$ cat config.mk
export PLATFORM = sky130hd
export DESIGN_NAME = cond_botoes
export DESIGN_NICKNAME = d
export VERILOG_FILES = /design/src/rtl/cond_botoes.sv
export SDC_FILE = /design/constraint.sdc
export NUM_CORES = 1
export LEC_CHECK = 0
export BUFFER_PORTS_ARGS = -buffer_cell sky130_fd_sc_hd__buf_4
export CELL_PAD_IN_SITES_DETAIL_PLACEMENT = 0
export CELL_PAD_IN_SITES_GLOBAL_PLACEMENT = 1
export CORE_ASPECT_RATIO = 0.75
export CORE_MARGIN = 5
export CORE_UTILIZATION = 51
export DETAILED_ROUTE_END_ITERATION = 16
export PLACE_DENSITY = 0.82
export SYNTH_ARGS = -nofsm -noshare
export SYNTH_HDL_FRONTEND = slang
export SYNTH_SLANG_ARGS = --single-unit
export TNS_END_PERCENT = 20
$ cat constraint.sdc
create_clock -name clock -period 3.5 [get_ports clock]
set_input_delay 0.7 -clock clock [delete_from_list [all_inputs] [get_ports clock]]
set_output_delay 0.7 -clock clock [all_outputs]
set_load 0.03 [all_outputs]
$ cat src/rtl/cond_botoes.sv
// Pushbutton conditioner: two-flop sync, counter debounce, one-cycle press pulse per button.
// Define AUTO_REPEAT_EN to add hold-to-repeat pulses on the buttons selected by REPEAT_MASK.
module cond_botoes #(
    parameter int          N_BTN           = 5,
    parameter int          DEBOUNCE_CYCLES = 1000000,
    parameter int          REPEAT_DELAY    = 50000000,
    parameter int          REPEAT_PERIOD   = 20000000,
    parameter logic [31:0] REPEAT_MASK     = 32'b11000
) (
    input  logic             clock,
    input  logic             reset,
    input  logic [N_BTN-1:0] btn_raw,
    output logic [N_BTN-1:0] btn_level,
    output logic [N_BTN-1:0] btn_pulse
);

    localparam int            CW      = $clog2(DEBOUNCE_CYCLES);
    localparam logic [CW-1:0] DB_LAST = CW'(DEBOUNCE_CYCLES - 1);

    if (DEBOUNCE_CYCLES < 2 || REPEAT_DELAY < 2 || REPEAT_PERIOD < 1 ||
        REPEAT_PERIOD > REPEAT_DELAY || (REPEAT_MASK >> N_BTN) != 32'd0) begin : g_bad_params
        $error("cond_botoes: invalid parameter combination");
    end

    // The synchroniser holds reset-cleared zeros for two edges; until those have
    // flushed, a low s2 is not evidence that the button was actually released.
    logic [1:0] warm_q, warm_d;
    logic       sync_ok;

    always_comb begin
        warm_d  = warm_q;
        sync_ok = (warm_q == 2'd2);
        if (!sync_ok) begin
            warm_d = warm_q + 2'd1;
        end
    end

    always_ff @(posedge clock) begin
        if (reset) begin
            warm_q <= 2'd0;
        end else begin
            warm_q <= warm_d;
        end
    end

    for (genvar gi = 0; gi < N_BTN; gi++) begin : g_btn
        logic          s1_q, s2_q;
        logic          stable_q, stable_d;
        logic [CW-1:0] db_cnt_q, db_cnt_d;
        logic          arm_q, arm_d;
        logic          level_q;
        logic          pulse_q, pulse_d;
        logic          rep_pulse;

        always_comb begin
            stable_d = stable_q;
            db_cnt_d = '0;
            if (s2_q != stable_q) begin
                if (db_cnt_q == DB_LAST) begin
                    stable_d = ~stable_q;
                end else begin
                    db_cnt_d = db_cnt_q + CW'(1);
                end
            end
            arm_d   = arm_q | (sync_ok & ~stable_q & ~s2_q);
            // level_q still holds the previous stable value, so this fires on the
            // same edge that btn_level first reads 1.
            pulse_d = (stable_q & ~level_q & arm_q) | rep_pulse;
        end

        always_ff @(posedge clock) begin
            if (reset) begin
                s1_q     <= 1'b0;
                s2_q     <= 1'b0;
                stable_q <= 1'b0;
                db_cnt_q <= '0;
                arm_q    <= 1'b0;
                level_q  <= 1'b0;
                pulse_q  <= 1'b0;
            end else begin
                s1_q     <= btn_raw[gi];
                s2_q     <= s1_q;
                stable_q <= stable_d;
                db_cnt_q <= db_cnt_d;
                arm_q    <= arm_d;
                level_q  <= stable_q;
                pulse_q  <= pulse_d;
            end
        end

`ifdef AUTO_REPEAT_EN
        if (REPEAT_MASK[gi]) begin : g_rep
            localparam int            RW         = $clog2(REPEAT_DELAY);
            localparam logic [RW-1:0] REP_LAST   = RW'(REPEAT_DELAY - 1);
            localparam logic [RW-1:0] REP_RELOAD = RW'(REPEAT_DELAY - REPEAT_PERIOD);

            logic [RW-1:0] rep_cnt_q, rep_cnt_d;
            logic          rep_hit;

            // Counts edges since the press pulse; the reload value makes every later
            // hit land exactly REPEAT_PERIOD edges after the previous one.
            always_comb begin
                rep_cnt_d = '0;
                rep_hit   = 1'b0;
                if (stable_q && level_q && arm_q) begin
                    if (rep_cnt_q == REP_LAST) begin
                        rep_hit   = 1'b1;
                        rep_cnt_d = REP_RELOAD;
                    end else begin
                        rep_cnt_d = rep_cnt_q + RW'(1);
                    end
                end
            end

            always_ff @(posedge clock) begin
                if (reset) begin
                    rep_cnt_q <= '0;
                end else begin
                    rep_cnt_q <= rep_cnt_d;
                end
            end

            assign rep_pulse = rep_hit;
        end else begin : g_norep
            assign rep_pulse = 1'b0;
        end
`else
        assign rep_pulse = 1'b0;
`endif

        assign btn_level[gi] = level_q;
        assign btn_pulse[gi] = pulse_q;
    end

endmodule

==> metrics.md <==
| Metric | Value |
|---|---|
| Status | `finished clean` |
| Largest net degree at the start of global routing | `36` |
| Share of cells above drive strength 1 | `under 10%` |
| Num rows | `33` |
| Slew Limit Fails | `0` |
| First-pass GRT wire length | `18,490 um` |
| Worst Tran Pin Value | `around 750 ps` |
| YS warnings | `0` |
| # port buffers | `16` |
| EDFF count, synth | `0` |
| Crit path largest cell delay | `about 640 ps` |
| Crit-path max FO | `18` |
| CP startpoint kind | `flop` |
| Gr ovfl total | `0` |
| Clk pin slew, worst setup/hold paths | `50 ps` |
| Final worst-path cycle share | `65.50%` |
| Seq/Total Area, Yosys | `between 40% and 50%` |
| Layout area overhead | `13.59%` |
| Critical path class | `reg -> reg` |
| Worst IR Drop VDD | `between 0.3 and 0.4 mV` |
| Core Util, Final | `between 50% and 60%` |
| Worst Skew | `~7.7 ps` |
| Final WL | `roughly 10,000 um` |
| Mapped Cells | `627` |
| Drt first pass iters | `4` |
| TritonCTS buffer count | `17` |
| # DRC | `0` |
| CTS H-tree depth | `4` |
| Core area | `10,860 um^2` |
| WP data required | `3760 ps` |
| Setup Viol. Count Final | `0` |
| Setup Total Neg Slack | `0 ps` |
| Number of max-cap violations | `0` |
| Fin. Hold Viols | `0` |
| Hold Crit Class | `reg -> reg` |
| Crit-path cells | `ha_1, nand3_1, or4_1, o21bai_2, nor2_1` |
| Post-detail-place hpwl | `7176 um` |
| Setup Fix Bufs, Post-CTS | `0` |
| Mapped cell area | `about 5600 um^2` |
| Synth Register Bits | `about 130` |
| Slowest stage cell, crit path | `o21bai_2` |
| Nets | `approximately 650` |
| Die area | `13,210 um^2` |
| Ys async rst share | `0%` |
| Vias/cell | `roughly 5.4` |
| RSZ-0062 raised after global routing | `false` |
| Prevailing post-synth register cell | `dfxtp_1` |
| Die X | `131.1 um` |
| Synth cell types | `between 40 and 50` |
| Mapped Nets | `640` |
| Post-route ant nets | `0` |
| Post-route minimum period | `roughly 2300 ps` |
| N_diodes | `0` |
| Syn_area_per_cell | `between 8 and 9 um^2` |
| Pwr Density | `approximately 540 nW/um^2` |
| Routed len/inst | `approximately 13 um` |
| Vias in the first global route | `4,017` |
| Initial Utilization | `just over 50%` |
| CTS tree | `done` |
| CTS Root Cell | `clkbuf_16` |
| Maximum buffer depth of the clock tree | `2` |
| Final non-filler cell total | `792` |
| Clock sink count | `between 100 and 150` |
| GRT Overall Usage | `17.25%` |
| Iteration-0 DRC count of the detailed router | `279` |
| CTS Hold Bufs | `0` |
| Worst Setup End Kind | `flop` |
| Post-CTS sizing | `0` |
| Critical path arrival | `roughly 2600 ps` |
| Max_slew headroom | `between 40% and 50%` |
| Later-pin clock latency in the skew report | `a little over 400 ps` |
| Via count | `between 4k and 5k` |
| Leak Pwr | `approximately 2.0 nW` |
| GPL Wtd Cong | `about 0.8` |
| Max Clk Rate | `0.4362 GHz` |
| Fin Hold WS | `roughly 430 ps` |
| Antenna violations before repair | `0` |
| Die Height | `a little over 100 um` |
| Dpl cells | `760` |
| I/O pins | `17` |
==> path summary, 6_finish.rpt <==
path / start / cells past startpoint / slack (ps) / end
worst max-delay path: g_btn[2].db_cnt_q[0]$_SDFF_PP0_ / 5 / 1210 / g_btn[2].db_cnt_q[3]$_SDFF_PP0_
worst min-delay path: g_btn[3].s1_q$_SDFF_PP0_ / 1 / 430 / g_btn[3].s2_q$_SDFF_PP0_
worst max register to register: g_btn[2].db_cnt_q[0]$_SDFF_PP0_ / 5 / 1210 / g_btn[2].db_cnt_q[3]$_SDFF_PP0_
worst min register to register: g_btn[3].s1_q$_SDFF_PP0_ / 1 / 430 / g_btn[3].s2_q$_SDFF_PP0_
==> cell usage after synthesis, types with 17 or more instances <==
library cell	count	area share (%)
a21oi_1	30	2.7
dfxtp_1	132	47
inv_1	27	1.8
nand2_1	24	1.6
nand3_1	35	3.1
nand4_1	30	3.3
nor2_1	90	6.0
nor4_1	17	1.9
o21ai_0	21	1.9
or3_1	20	2.2
xnor2_1	42	6.6
xor2_1	29	4.5
==> area by class of cell <==
type	instances	area, um^2
clock inverter	12	130.1
sequential	132	2643
clock buffer	20	466.7
fill	960	4492
multi-input combinational	443	2716
inverter	27	101.3
tap	140	175.2
timing repair buffer	18	135.1
==> critical path: cells and delay by family (launching register included) <==
kind,cells,cell delay [ps]
AO/OA/AOI/OAI,1,640
adder cells (fa/ha/maj),1,240
flip-flops,1,380
AND/OR/NAND/NOR,3,880
==> logic make-up (layout without fill, tap and decap cells) <==
logic type / Yosys count / after routing / share of synthesized area, %
flip-flops: 132 / 132 / 47.14
AO/OA/AOI/OAI: 70 / 70 / 7.455
adder cells (fa/ha/maj): 6 / 6 / 1.339
XOR/XNOR: 71 / 71 / 11.09
AND/OR/NAND/NOR: 296 / 296 / 28.57
buffers and inverters: 52 / 77 / 4.397
==> per-stage QoR <==
stage                     power, mW  cell area (um^2)  setup WS (ps)
final                         3.414              6367           1207
after global routing          3.540              6367          992.8
after CTS                     3.455              6367           1214
after detailed placement      1.702              5771           1213
after global placement        1.695              5771           1325
after floorplan               1.670              5605           1548
==> cell usage in the layout, fill, tap and decap left out, types with 6 or more instances in the layout <==
master | Yosys | routed
or3_1 | 20 | 20
dfxtp_1 | 132 | 132
xor2_1 | 29 | 29
xnor2_1 | 42 | 42
nor4_1 | 17 | 17
clkbuf_16 | 0 | 17
or4_1 | 10 | 10
and4_1 | 9 | 9
nor2b_1 | 15 | 15
buf_4 | 11 | 18
nand2_1 | 24 | 24
nor3_1 | 15 | 15
nand4_1 | 30 | 30
o21ai_0 | 21 | 20
a21oi_1 | 30 | 30
o31ai_1 | 6 | 6
nand3_1 | 35 | 35
inv_1 | 27 | 27
ha_1 | 6 | 6
nor2_1 | 90 | 90
==> flip-flops by register name, summed over array words and instances, names as in the netlist <==
signal	flops
g_btn.s1_q	5
warm_q	2
g_btn.stable_q	5
g_btn.s2_q	5
g_btn.pulse_q	5
g_btn.db_cnt_q	100
g_btn.level_q	5
g_btn.arm_q	5
==> per-layer routing <==
metal	global-route usage [%]	routed length, um	up-vias	part of all wire, %
met5	0	0	-	0
li1	-	-	2220	-
met2	25.00	4374	52	42
met3	5.085	429	16	4.1
met4	6.719	155	0	1.5
met1	24.15	5493	1987	53
==> power breakdown <==
part,leakage (nW),total (mW),internal [mW],switching (mW)
sequential,1.07,1.56,1.54,0.0183
combinational,0.618,0.109,0.0465,0.0621
clock,0.280,1.75,1.10,0.646
total,1.96,3.41,2.69,0.726
Power figures use the tool's default switching activity.
